`src/rtl/lsu_ac_arb_if.sv`:
```
// lsu_ac_arb_if: bundles every signal between the AC-stage arbiter and its
// surroundings (two requesters, the misalign checker, the next LSU stage and
// the RCU exception report).
//   slave  : the arbiter side (lsu_ac_arb)
//   master : the environment side (requesters, checker, next stage, RCU)
interface lsu_ac_arb_if #(
  parameter int VIRTUAL_ADDR_LEN      = 39,
  parameter int LS_OPCODE_WIDTH       = 4,
  parameter int EXCEPTION_CAUSE_WIDTH = 4,
  parameter int ROB_INDEX_WIDTH       = 6
);
  logic                             flush_i;
  logic                             req0_vld_i, req1_vld_i;
  logic                             req0_ls_i, req1_ls_i;
  logic [LS_OPCODE_WIDTH-1:0]       req0_opcode_i, req1_opcode_i;
  logic [VIRTUAL_ADDR_LEN-1:0]      req0_addr_i, req1_addr_i;
  logic [ROB_INDEX_WIDTH-1:0]       req0_rob_idx_i, req1_rob_idx_i;
  logic                             req0_rdy_o, req1_rdy_o;
  logic                             ac_vld_o;
  logic                             ac_ls_o;
  logic [LS_OPCODE_WIDTH-1:0]       ac_opcode_o;
  logic [VIRTUAL_ADDR_LEN-1:0]      ac_addr_o;
  logic [ROB_INDEX_WIDTH-1:0]       ac_rob_idx_o;
  logic                             ac_exception_vld_i;
  logic [EXCEPTION_CAUSE_WIDTH-1:0] ac_ecause_i;
  logic                             pass_vld_o;
  logic                             pass_rdy_i;
  logic                             exc_vld_o;
  logic [ROB_INDEX_WIDTH-1:0]       exc_rob_idx_o;
  logic [EXCEPTION_CAUSE_WIDTH-1:0] exc_cause_o;

  modport slave (
    input  flush_i,
    input  req0_vld_i, req1_vld_i, req0_ls_i, req1_ls_i,
    input  req0_opcode_i, req1_opcode_i, req0_addr_i, req1_addr_i,
    input  req0_rob_idx_i, req1_rob_idx_i,
    output req0_rdy_o, req1_rdy_o,
    output ac_vld_o, ac_ls_o, ac_opcode_o, ac_addr_o, ac_rob_idx_o,
    input  ac_exception_vld_i, ac_ecause_i,
    output pass_vld_o,
    input  pass_rdy_i,
    output exc_vld_o, exc_rob_idx_o, exc_cause_o
  );

  modport master (
    output flush_i,
    output req0_vld_i, req1_vld_i, req0_ls_i, req1_ls_i,
    output req0_opcode_i, req1_opcode_i, req0_addr_i, req1_addr_i,
    output req0_rob_idx_i, req1_rob_idx_i,
    input  req0_rdy_o, req1_rdy_o,
    input  ac_vld_o, ac_ls_o, ac_opcode_o, ac_addr_o, ac_rob_idx_o,
    output ac_exception_vld_i, ac_ecause_i,
    input  pass_vld_o,
    output pass_rdy_i,
    input  exc_vld_o, exc_rob_idx_o, exc_cause_o
  );
endinterface

```
`src/rtl/lsu_ac_arb.sv`:
```
// lsu_ac_arb: two-port arbiter feeding a single-entry address-check slot.
// Port 0 is the RCU issue path, port 1 the LSQ replay path. The slot drives
// the combinational misalign checker; a faulting entry retires with a
// one-cycle registered report to the RCU, otherwise it is handed to the next
// stage over pass_vld_o/pass_rdy_i. Drain and refill in the same cycle give
// one entry per cycle.
// Ports:
//   clk   - clock
//   rstn  - synchronous active-low reset
//   bus   - lsu_ac_arb_if.slave (requests, slot outputs, checker, pass, exc)
// Build option:
//   LSU_AC_ARB_REPLAY_PRIO_EN - when defined, port 1 wins whenever both ports
//   request; otherwise the two ports alternate round-robin.
module lsu_ac_arb #(
  parameter int VIRTUAL_ADDR_LEN      = 39,
  parameter int LS_OPCODE_WIDTH       = 4,
  parameter int EXCEPTION_CAUSE_WIDTH = 4,
  parameter int ROB_INDEX_WIDTH       = 6
) (
  input logic         clk,
  input logic         rstn,
  lsu_ac_arb_if.slave bus
);

  typedef enum logic {EMPTY = 1'b0, FULL = 1'b1} slot_state_t;

  slot_state_t state, state_nxt;

  logic                             full;
  logic                             drain;
  logic                             can_accept;
  logic                             sel1;   // port 1 wins if it is granted
  logic                             gnt0, gnt1, grant;
  logic                             exc_fire;

  logic                             slot_ls;
  logic [LS_OPCODE_WIDTH-1:0]       slot_opcode;
  logic [VIRTUAL_ADDR_LEN-1:0]      slot_addr;
  logic [ROB_INDEX_WIDTH-1:0]       slot_rob;
  logic                             exc_vld;
  logic [ROB_INDEX_WIDTH-1:0]       exc_rob;
  logic [EXCEPTION_CAUSE_WIDTH-1:0] exc_cause;

  assign full  = (state == FULL);
  // Exceptions retire the entry without waiting for the next stage.
  assign drain = full & (bus.ac_exception_vld_i | bus.pass_rdy_i);
  assign can_accept = ~bus.flush_i & (~full | drain);

`ifdef LSU_AC_ARB_REPLAY_PRIO_EN
  assign sel1 = bus.req1_vld_i;
`else
  logic rr;  // port preferred when both request
  assign sel1 = bus.req1_vld_i & (~bus.req0_vld_i | rr);

  // Only contested grants move the pointer; it then favours the loser.
  always_ff @(posedge clk) begin
    if (!rstn)                                        rr <= 1'b0;
    else if (grant & bus.req0_vld_i & bus.req1_vld_i) rr <= gnt0;
  end
`endif

  assign gnt1  = can_accept & sel1;
  assign gnt0  = can_accept & bus.req0_vld_i & ~sel1;
  assign grant = gnt0 | gnt1;
  assign exc_fire = full & bus.ac_exception_vld_i & ~bus.flush_i;

  // Slot FSM: state register
  always_ff @(posedge clk) begin
    if (!rstn) state <= EMPTY;
    else       state <= state_nxt;
  end

  // Slot FSM: next state (flush beats refill, refill beats drain)
  always_comb begin
    state_nxt = state;
    if (bus.flush_i)  state_nxt = EMPTY;
    else if (grant)   state_nxt = FULL;
    else if (drain)   state_nxt = EMPTY;
  end

  // Slot FSM: outputs
  always_comb begin
    bus.ac_vld_o   = full;
    bus.pass_vld_o = full & ~bus.ac_exception_vld_i & ~bus.flush_i;
    bus.req0_rdy_o = gnt0;
    bus.req1_rdy_o = gnt1;
  end

  // Payload is only written on a grant, so it holds through stalls.
  always_ff @(posedge clk) begin
    if (!rstn) begin
      slot_ls     <= 1'b0;
      slot_opcode <= '0;
      slot_addr   <= '0;
      slot_rob    <= '0;
    end else if (grant) begin
      slot_ls     <= sel1 ? bus.req1_ls_i      : bus.req0_ls_i;
      slot_opcode <= sel1 ? bus.req1_opcode_i  : bus.req0_opcode_i;
      slot_addr   <= sel1 ? bus.req1_addr_i    : bus.req0_addr_i;
      slot_rob    <= sel1 ? bus.req1_rob_idx_i : bus.req0_rob_idx_i;
    end
  end

  // Exception report: valid for one cycle, payload sticky.
  always_ff @(posedge clk) begin
    if (!rstn) begin
      exc_vld   <= 1'b0;
      exc_rob   <= '0;
      exc_cause <= '0;
    end else begin
      exc_vld <= exc_fire;
      if (exc_fire) begin
        exc_rob   <= slot_rob;
        exc_cause <= bus.ac_ecause_i;
      end
    end
  end

  assign bus.ac_ls_o       = slot_ls;
  assign bus.ac_opcode_o   = slot_opcode;
  assign bus.ac_addr_o     = slot_addr;
  assign bus.ac_rob_idx_o  = slot_rob;
  assign bus.exc_vld_o     = exc_vld;
  assign bus.exc_rob_idx_o = exc_rob;
  assign bus.exc_cause_o   = exc_cause;

endmodule
```
`src/flat_wrapper.sv`:
```
// flat-port wrapper written by rule: the top's interface ports become plain ports
module lsu_ac_arb_flat 
#(
  parameter int VIRTUAL_ADDR_LEN      = 39,
  parameter int LS_OPCODE_WIDTH       = 4,
  parameter int EXCEPTION_CAUSE_WIDTH = 4,
  parameter int ROB_INDEX_WIDTH       = 6
)
  (clk, rstn, bus_flush_i, bus_req0_vld_i, bus_req1_vld_i, bus_req0_ls_i, bus_req1_ls_i, bus_req0_opcode_i, bus_req1_opcode_i, bus_req0_addr_i, bus_req1_addr_i, bus_req0_rob_idx_i, bus_req1_rob_idx_i, bus_req0_rdy_o, bus_req1_rdy_o, bus_ac_vld_o, bus_ac_ls_o, bus_ac_opcode_o, bus_ac_addr_o, bus_ac_rob_idx_o, bus_ac_exception_vld_i, bus_ac_ecause_i, bus_pass_vld_o, bus_pass_rdy_i, bus_exc_vld_o, bus_exc_rob_idx_o, bus_exc_cause_o);
  lsu_ac_arb_if #(.VIRTUAL_ADDR_LEN(VIRTUAL_ADDR_LEN), .LS_OPCODE_WIDTH(LS_OPCODE_WIDTH), .EXCEPTION_CAUSE_WIDTH(EXCEPTION_CAUSE_WIDTH), .ROB_INDEX_WIDTH(ROB_INDEX_WIDTH)) bus_i ();
  input logic clk;
  input logic rstn;
  input wire logic [$bits(bus_i.flush_i)-1:0] bus_flush_i;
  input wire logic [$bits(bus_i.req0_vld_i)-1:0] bus_req0_vld_i;
  input wire logic [$bits(bus_i.req1_vld_i)-1:0] bus_req1_vld_i;
  input wire logic [$bits(bus_i.req0_ls_i)-1:0] bus_req0_ls_i;
  input wire logic [$bits(bus_i.req1_ls_i)-1:0] bus_req1_ls_i;
  input wire logic [$bits(bus_i.req0_opcode_i)-1:0] bus_req0_opcode_i;
  input wire logic [$bits(bus_i.req1_opcode_i)-1:0] bus_req1_opcode_i;
  input wire logic [$bits(bus_i.req0_addr_i)-1:0] bus_req0_addr_i;
  input wire logic [$bits(bus_i.req1_addr_i)-1:0] bus_req1_addr_i;
  input wire logic [$bits(bus_i.req0_rob_idx_i)-1:0] bus_req0_rob_idx_i;
  input wire logic [$bits(bus_i.req1_rob_idx_i)-1:0] bus_req1_rob_idx_i;
  output wire logic [$bits(bus_i.req0_rdy_o)-1:0] bus_req0_rdy_o;
  output wire logic [$bits(bus_i.req1_rdy_o)-1:0] bus_req1_rdy_o;
  output wire logic [$bits(bus_i.ac_vld_o)-1:0] bus_ac_vld_o;
  output wire logic [$bits(bus_i.ac_ls_o)-1:0] bus_ac_ls_o;
  output wire logic [$bits(bus_i.ac_opcode_o)-1:0] bus_ac_opcode_o;
  output wire logic [$bits(bus_i.ac_addr_o)-1:0] bus_ac_addr_o;
  output wire logic [$bits(bus_i.ac_rob_idx_o)-1:0] bus_ac_rob_idx_o;
  input wire logic [$bits(bus_i.ac_exception_vld_i)-1:0] bus_ac_exception_vld_i;
  input wire logic [$bits(bus_i.ac_ecause_i)-1:0] bus_ac_ecause_i;
  output wire logic [$bits(bus_i.pass_vld_o)-1:0] bus_pass_vld_o;
  input wire logic [$bits(bus_i.pass_rdy_i)-1:0] bus_pass_rdy_i;
  output wire logic [$bits(bus_i.exc_vld_o)-1:0] bus_exc_vld_o;
  output wire logic [$bits(bus_i.exc_rob_idx_o)-1:0] bus_exc_rob_idx_o;
  output wire logic [$bits(bus_i.exc_cause_o)-1:0] bus_exc_cause_o;
  assign bus_i.flush_i = bus_flush_i;
  assign bus_i.req0_vld_i = bus_req0_vld_i;
  assign bus_i.req1_vld_i = bus_req1_vld_i;
  assign bus_i.req0_ls_i = bus_req0_ls_i;
  assign bus_i.req1_ls_i = bus_req1_ls_i;
  assign bus_i.req0_opcode_i = bus_req0_opcode_i;
  assign bus_i.req1_opcode_i = bus_req1_opcode_i;
  assign bus_i.req0_addr_i = bus_req0_addr_i;
  assign bus_i.req1_addr_i = bus_req1_addr_i;
  assign bus_i.req0_rob_idx_i = bus_req0_rob_idx_i;
  assign bus_i.req1_rob_idx_i = bus_req1_rob_idx_i;
  assign bus_req0_rdy_o = bus_i.req0_rdy_o;
  assign bus_req1_rdy_o = bus_i.req1_rdy_o;
  assign bus_ac_vld_o = bus_i.ac_vld_o;
  assign bus_ac_ls_o = bus_i.ac_ls_o;
  assign bus_ac_opcode_o = bus_i.ac_opcode_o;
  assign bus_ac_addr_o = bus_i.ac_addr_o;
  assign bus_ac_rob_idx_o = bus_i.ac_rob_idx_o;
  assign bus_i.ac_exception_vld_i = bus_ac_exception_vld_i;
  assign bus_i.ac_ecause_i = bus_ac_ecause_i;
  assign bus_pass_vld_o = bus_i.pass_vld_o;
  assign bus_i.pass_rdy_i = bus_pass_rdy_i;
  assign bus_exc_vld_o = bus_i.exc_vld_o;
  assign bus_exc_rob_idx_o = bus_i.exc_rob_idx_o;
  assign bus_exc_cause_o = bus_i.exc_cause_o;
  lsu_ac_arb #(.VIRTUAL_ADDR_LEN(VIRTUAL_ADDR_LEN), .LS_OPCODE_WIDTH(LS_OPCODE_WIDTH), .EXCEPTION_CAUSE_WIDTH(EXCEPTION_CAUSE_WIDTH), .ROB_INDEX_WIDTH(ROB_INDEX_WIDTH)) u_core (.clk(clk), .rstn(rstn), .bus(bus_i));
endmodule
```
`config.mk`:
```
export PLATFORM = sky130hd
export DESIGN_NAME = lsu_ac_arb_flat
export DESIGN_NICKNAME = d
export VERILOG_FILES = /design/src/rtl/lsu_ac_arb_if.sv /design/src/rtl/lsu_ac_arb.sv /design/src/flat_wrapper.sv
export SDC_FILE = /design/constraint.sdc
export NUM_CORES = 1
export LEC_CHECK = 0
export CAP_MARGIN = 20
export CORE_ASPECT_RATIO = 1.2
export CORE_UTILIZATION = 45
export CTS_CLUSTER_DIAMETER = 80
export DETAILED_ROUTE_END_ITERATION = 16
export DONT_BUFFER_PORTS = 1
export PLACE_DENSITY_LB_ADDON = 0.1
export REMOVE_ABC_BUFFERS = 1
export SLEW_MARGIN = 25
export SYNTH_ARGS = -nofsm -noshare
export SYNTH_HDL_FRONTEND = slang
export SYNTH_SLANG_ARGS = --single-unit
```
`constraint.sdc`:
```
create_clock -name clk -period 1.5 [get_ports clk]
set_clock_uncertainty 0.05 [all_clocks]
set_input_delay 0.225 -clock clk [delete_from_list [all_inputs] [get_ports clk]]
set_output_delay 0.225 -clock clk [all_outputs]
set_load 0.1 [all_outputs]
```
Yosys cells after proc, flatten, opt, wreduce, memory -nomap -nowiden. Index checks and enable logic that the tools add are counted.

Mux-type cells: 6. Bitwise logic cells: 22. Reduce and logical (&&, ||, !) cells: 2.

Operator list (number): 39-bit two-way mux (1); 1-bit AND (12); 6-bit two-way mux (1); 1-bit NOT (6); 4-bit two-way mux (1); 1-bit bitwise OR (4); 1-bit two-way mux (3); 2-bit nonzero test (1); 2-bit OR reduction (1).

Bits in registers: 63. Bits of input ports: 111. Output and inout bits: 65. Word-level logic and storage cells: 39.

Depth between registers and ports, before layout. Gate-level depths: netlist (run 1).

Depth after elaboration: 9. Mapped depth: 7. Mapped depth without buffers: 3.

Worst setup path after synthesis (run 1). No wires, ideal clock.

Path type: register -> output. Start: register u_core.state, in the netlist u_core.bus.ac_vld_o. End: output bus_pass_vld_o. Arrival time: 3.271 ns. Required time: 1.225 ns. Setup slack: -2.046 ns. Stages on the path, launching flop included: 2. Buffers on the path: 0. Cells stage by stage: dfxtp_1 nor3b_1.

Word-level cells in the longest chain between the ends: 2.

RTL lines: from (decl) (RTL line lsu_ac_arb.sv:27) `slot_state_t state, state_nxt;`; from (signal assigned) (RTL line lsu_ac_arb.sv:70) `else state <= state_nxt;`; 1-bit AND (2 in series) (RTL line lsu_ac_arb.sv:84) `bus.pass_vld_o = full & ~bus.ac_exception_vld_i & ~bus.flush_i;`; to (decl) (RTL line flat_wrapper.sv:33) `output wire logic [$bits(bus_i.pass_vld_o)-1:0] bus_pass_vld_o;`.

Every way passes these cells.

Worst setup path in the final report (run 1).
Start: register u_core.state, in the netlist u_core.bus.ac_vld_o. End: output bus_req1_rdy_o.

Word-level cells in the longest chain between the ends: 4. Elaborated cells on any way between the ends: 5. Those cells by class: bitwise: 5.

RTL lines: 1-bit AND or 1-bit NOT (tied branches) (RTL line lsu_ac_arb.sv:46, lsu_ac_arb.sv:47); 1-bit bitwise OR (*) (RTL line lsu_ac_arb.sv:47) `assign can_accept = ~bus.flush_i & (~full | drain);`; 1-bit AND (*) (RTL line lsu_ac_arb.sv:47); 1-bit AND (*) (RTL line lsu_ac_arb.sv:62) `assign gnt1 = can_accept & sel1;`; to (decl) (RTL line flat_wrapper.sv:25) `output wire logic [$bits(bus_i.req1_rdy_o)-1:0] bus_req1_rdy_o;`.

Every way passes the cells marked *; elsewhere a longest branch is shown, timed or not.

==> impl_results.md, run 1 <==
* Status: finished with violations
* Violated checks: negative hold slack, negative setup slack
* Gate Count Post-Synth at 350
* Area grow syn2layout at 33.3%
* RSZ-0062 raised after global routing: yes
* Post-Route WL at 9.77 mm
* Die Ht at 96.8 um
* Clk buf depth at 2
* Proportion of synthesized area in mux cells at 2.97%
* Worst-path clk slew at 70 ps
* Final WS setup at -189 ps
* Crit end category: primary output
* # fillers at 624
* Max Slew Vio Count at 0
* Worst-skew pair later-pin latency at 350 ps
* Rel. slew slack at 72.3%
* Period utilisation layout at 113%
* Minimum hold slack at -108 ps
* IO Pins at 176
* CP Max Fanout at 3
* Critical Path RT at 1220 ps
* Actual slew at the worst max-slew pin at 416 ps
* CTS root buffer: clkbuf_8
* Compound-gate portion of the synthesized area at 37.8%
* Global placer's final weighted congestion at 0.757
* Hold buffer count at CTS at 4
* Hold Crit Class: input port to flip-flop
* Core Box Area at 7230 sq um
* Maximum clock rate at 0.592 GHz
* Xor and xnor fraction of the mapped netlist area at 0%
* Total of max-cap violations at 0
* Share of cells above drive strength 1 at 41.3%
* Total Routing Usage GR at 24.0%
* Detail Route Antenna Nets at 0
* # rows at 34
* I/O Buffers at 0
* Cts bufs inserted at 9
* Commonest non-fill, non-tap cells in the layout: buf_4 (64), dfxtp_1 (61), nand3b_1 (51)
* Post-Syn Area at 3370 sq um
* Clock Sinks at 63
* IR drop worst, VDD at 0.644 mV
* Avg Cell Area, Syn at 9.64 sq um
* Ant diodes at 0
* Vias at 3,043
* DR iter-0 viols at 139
* Initial antenna violation count at 0
* Ys Warns at 0
* Setup CP Type: flip-flop to primary output
* Seq/Total Area, Yosys at 37.4%
* Arrival @ worst endpoint at 1410 ps
* Largest net degree at the start of global routing at 64
* CP cell instances: nor3b_4 -> buf_6 -> nor3_4 -> clkbuf_16
* Die Area at 7850 sq um
* Via/cell ratio at 6.10
* Seq cells post-synth at 63
* Starting Density at 46.6%
* Crit path largest cell delay at 340 ps
* Commonest non-fill, non-tap cell in the layout: buf_4
* Setup Slack @ Placement at -124 ps
* CTS tree: yes
* Overflow after GRT at 0
* Final Hold Fails at 1
* H-tree level count at 3
* Total power at 5.22 mW
* Die extent in x at 81.0 um
* Fin nets at 515
* Vias in the first global route at 2,852
* Routed WL per cell at 19.6 um
* Dpl hpwl at 5.85 mm
* Synth unique cells at 24
* Final setup vio count at 3
* Largest family of logic cells by synthesized area: compound AO/OA/AOI/OAI gates
* First-pass GRT wire length at 14.6 mm
* Post-Synth Adder-Cell Area at 0%
* Min Clock Period, post-route at 1690 ps
* Worst path slowest cell: dfxtp_2
* Drt pass-1 iters at 4
* Leak Pwr at 1.66 nW
* # DRC at 0
* PD cells at 1160 nW/um^2
* Simple-gate share of the synthesized area at 14.9%
* CP Launch Type: flip-flop
-- layer usage --
layer | vias to the layer above | global-route usage, % | part of all wire (%)
li1 | 1449 | - | -
met1 | 1441 | 28.2 | 41
met2 | 126 | 39.6 | 49
met3 | 27 | 6.04 | 6.9
met4 | 0 | 12.0 | 2.8
met5 | - | 0 | 0
-- Yosys cell counts, drive strengths merged --
cell     n  area (sq um)
nand2b   1          6.26
mux2i   10           100
buf     13           100
or4      1          7.51
nor3b    2          15.0
o21ba    1          10.0
nand3b  51           383
nor2b    1          6.26
inv      2          7.50
nor3     3          15.0
a311oi  50           751
nor2    12          45.0
or3b     1          8.76
o21ai   50           250
a21oi   51           255
o31ai    1          7.51
nand2    1          3.75
dfxtp   63          1260
and3     1          6.26
and2     1          6.26
clkbuf  34           128
-- final cells by class --
type,count,area (sq um),share of cell area [%]
multi-input cells,239,1970,43.7
well taps,90,113,2.50
repair buffers,89,938,20.9
inverters,2,7.51,0.167
flip-flops and latches,63,1260,28.1
clock inverters,3,40.0,0.890
clock buffers,13,169,3.76
-- metrics by stage --
step                setup TNS [ps]  util [%]  cell area (sq um)  instances
floorplan                  -132470         -               3150        303
global placement             -2720      55.2               3990        470
detailed placement           -3560      55.2               3990        470
CTS                           -516      60.0               4340        493
global route                 -1340      62.2               4500        499
finish                        -486      62.2               4500        499
-- kinds of logic after synthesis --
family	count (synthesis)
simple gates	75
flops	63
compound gates	153
buf+inv	49
mux	10
-- state kept, by name (all words and copies together), names as in the netlist --
register,flops
u_core.bus.ac_addr_o,39
u_core.bus.ac_rob_idx_o,6
u_core.bus.exc_rob_idx_o,6
u_core.bus.ac_opcode_o,4
u_core.bus.exc_cause_o,4
u_core.bus.ac_ls_o,1
u_core.bus.ac_vld_o,1
u_core.bus.exc_vld_o,1
u_core.rr,1
-- repair_timing --
action | in CTS | in global routing
gates cloned | 1 | 6
setup buffers | 2 | 0
endpoints found under the hold margin | 5 | 1
setup endpoints to repair | 53 | 46
resized for setup | 15 | 12
pin swaps | 2 | 2
-- where the power goes --
group	total [mW]	switching, mW	internal (mW)
Sequential	1.86	0.0700	1.79
Combinational	1.80	1.29	0.507
Clock	1.56	0.659	0.899
Total	5.22	2.02	3.20
-- worst max-delay path, delay by kind of cell, from the launching register on --
kind | cells | cell delay, ps
buf+inv | 2 | 360
simple gates | 2 | 380
flops | 1 | 340
-- path summary, 6_finish.rpt --
kind	slack, ps	from	to	cells past startpoint
hold reg to reg	450	u_core.bus.exc_rob_idx_o[2]$_SDFFE_PN0P_	u_core.bus.exc_rob_idx_o[2]$_SDFFE_PN0P_	2
hold / removal	-110	bus_flush_i	u_core.bus.ac_vld_o$_SDFFE_PP0P_	1
setup / recovery	-190	u_core.bus.ac_vld_o$_SDFFE_PP0P_	bus_req1_rdy_o	4
setup reg to reg	0	u_core.bus.ac_vld_o$_SDFFE_PP0P_	u_core.bus.ac_addr_o[3]$_SDFFE_PN0N_	4
Note: power is estimated with default switching activity, not from simulation.
==> inputs of run 2 (changes only) <==
--- a/config.mk
+++ b/config.mk
@@ -7,7 +7,7 @@
 export LEC_CHECK = 0
 export CAP_MARGIN = 20
 export CORE_ASPECT_RATIO = 1.2
-export CORE_UTILIZATION = 45
+export CORE_UTILIZATION = 35
 export CTS_CLUSTER_DIAMETER = 80
 export DETAILED_ROUTE_END_ITERATION = 16
 export DONT_BUFFER_PORTS = 1
==> impl_results.md, run 2 (synthesized netlist as in run 1, its figures left out) <==
* End point of the worst hold path: u_core.rr$_SDFFE_PN0P_
* Dpl hpwl at 6.50 mm
* Largest register FFs at 39
* Setup CP Type: flip-flop to primary output
* Crit path largest cell delay at 320 ps
* RR Startpoint: u_core.bus.ac_vld_o$_SDFFE_PP0P_
* Rel. slew slack at 76.8%
* Via/cell ratio at 5.72
* Flop-to-flop setup slack at -180 ps
* Leak Pwr at 1.63 nW
* CTS root buffer: clkbuf_8
* Worst path most repeated cell: buf_6
* Total power at 5.20 mW
* Largest net degree at the start of global routing at 56
* Core Box Area at 9220 sq um
* Max Slew Vio Count at 0
* Routed WL per cell at 19.2 um
* Status: finished with violations
* Drt pass-1 iters at 4
* Worst-skew pair later-pin latency at 330 ps
* Setup Slack @ Placement at -92.4 ps
* Actual slew at the worst max-slew pin at 348 ps
* RSZ-0062 raised after global routing: yes
* Starting Density at 36.6%
* Detail Route Antenna Nets at 0
* Commonest non-fill, non-tap cell in the layout: buf_4
* Fin nets at 519
* CTS tree: yes
* Total of max-cap violations at 0
* CP Launch Type: flip-flop
* Post-Layout Cell Count at 533
* Violated checks: negative setup slack
* CP cell instances: buf_6 -> nor3b_4 -> buf_6 -> nor3_4 -> clkbuf_16
* I/O Buffers at 0
* # DRC at 0
* PD cells at 1170 nW/um^2
* H-tree level count at 3
* Post-DP Area at 4030 sq um
* Minimum hold slack at 32.3 ps
* Maximum clock rate at 0.586 GHz
* Clock Sinks at 63
* Arrival @ worst endpoint at 1430 ps
* Worst-path clk slew at 70 ps
* Clk buf depth at 2
* DR iter-0 viols at 110
* Die extent in x at 91.6 um
* Crit end category: primary output
* FF-to-FF End: u_core.rr$_SDFFE_PN0P_
* Worst path slowest cell: dfxtp_2
* # fillers at 881
* Final Hold Fails at 0
* Hold Path Origin: bus_flush_i
* Final setup vio count at 5
* Commonest non-fill, non-tap cells in the layout: buf_4 (74), dfxtp_1 (62), nand3b_1 (51), a21oi_1 (51)
* CP Max Fanout at 2
* Post-Route WL at 10.2 mm
* Final WS setup at -206 ps
* Critical Path RT at 1220 ps
* Final instance area at 4450 sq um
* Hold Crit Class: input port to flip-flop
* Cts bufs inserted at 9
* Share of cells above drive strength 1 at 40.2%
* Vias in the first global route at 2,889
* Ant diodes at 0
* Min Clock Period, post-route at 1710 ps
* # rows at 38
* Hold Path Depth at 2
* First-pass GRT wire length at 15.5 mm
* Die Area at 10,000 sq um
* Worst r2r path cells at 7
* Global placer's final weighted congestion at 0.737
* Area grow syn2layout at 32.0%
* Initial antenna violation count at 0
* IR drop worst, VDD at 0.469 mV
* Vias at 3,048
* Period utilisation layout at 114%
* Overflow after GRT at 0
* Die Ht at 110 um
* Total Routing Usage GR at 19.8%
* Total placed cells including tap cells at 504
* IO Pins at 176
-- run 2: cell types whose count changed in the layout (fill, tap and decap cells not counted), sizes merged --
cell,change
clkinv,-2
buf,+8
clkinvlp,+3
and2,-1
dlygate4sd3,+1
clkbuf,-5
-- run 2: metrics by stage --
| step | util (%) | TNS, ps |
|---|---|---|
| 3_5_place_dp | 43.7 | -2340 |
| 4_1_cts | 47.5 | -512 |
| 3_3_place_gp | 43.7 | -519 |
| 2_1_floorplan | - | -132470 |
| 6_report | 48.3 | -737 |
| 5_1_grt | 48.3 | -1150 |
-- run 2: worst max-delay path, delay by kind of cell (launching register included) --
family	cells	cell delay [ps]
simple gates	2	320
flops	1	320
buf+inv	3	460
-- run 2: area by class of cell --
type	instances	area, sq um	share of cell area (%)
Tap cell	120	150	3.37
Multi-Input combinational cell	238	1940	43.5
Sequential cell	63	1260	28.4
Inverter	2	7.51	0.169
Clock inverter	4	52.6	1.18
Clock buffer	12	165	3.71
Timing Repair Buffer	94	880	19.8
-- run 2: worst max-delay path by stage --
stage | startpoint | slack (ps) | endpoint | cells after the start
2_1_floorplan | u_core.bus.ac_vld_o$_SDFFE_PP0P_ | -2390 | u_core.bus.ac_addr_o[0]$_SDFFE_PN0N_ | 3
3_3_place_gp | u_core.bus.ac_vld_o$_SDFFE_PP0P_ | -20 | u_core.bus.ac_addr_o[9]$_SDFFE_PN0N_ | 4
3_5_place_dp | u_core.bus.ac_vld_o$_SDFFE_PP0P_ | -90 | u_core.bus.ac_addr_o[23]$_SDFFE_PN0N_ | 4
4_1_cts | u_core.bus.ac_vld_o$_SDFFE_PP0P_ | -240 | bus_req1_rdy_o | 5
5_1_grt | u_core.bus.ac_vld_o$_SDFFE_PP0P_ | -250 | bus_req1_rdy_o | 5
6_report | u_core.bus.ac_vld_o$_SDFFE_PP0P_ | -210 | bus_req1_rdy_o | 5
-- run 2: layer usage --
metal	wire (um)	vias up	global-route usage [%]	part of all wire, %
met5	0	-	0	0
met4	171	0	7.48	1.7
met2	5100	119	34.2	50
met1	4370	1463	23.8	43
li1	-	1454	-	-
met3	588	12	4.98	5.7
-- run 2: timing repair --
item | in CTS | in global routing
hold buffers | 4 | 1
pin swaps | 5 | 8
endpoints found under the hold margin | 5 | 1
cloned | 1 | 0
resized for setup | 12 | 6
buffers inserted | 2 | 5
setup endpoints to repair | 53 | 5
-- run 2: where the power goes --
| group | internal [mW] | leakage [nW] | switching, mW |
|---|---|---|---|
| Sequential | 1.79 | 0.520 | 0.0669 |
| Combinational | 0.473 | 1.01 | 1.29 |
| Clock | 0.904 | 0.101 | 0.681 |
| Total | 3.17 | 1.63 | 2.03 |
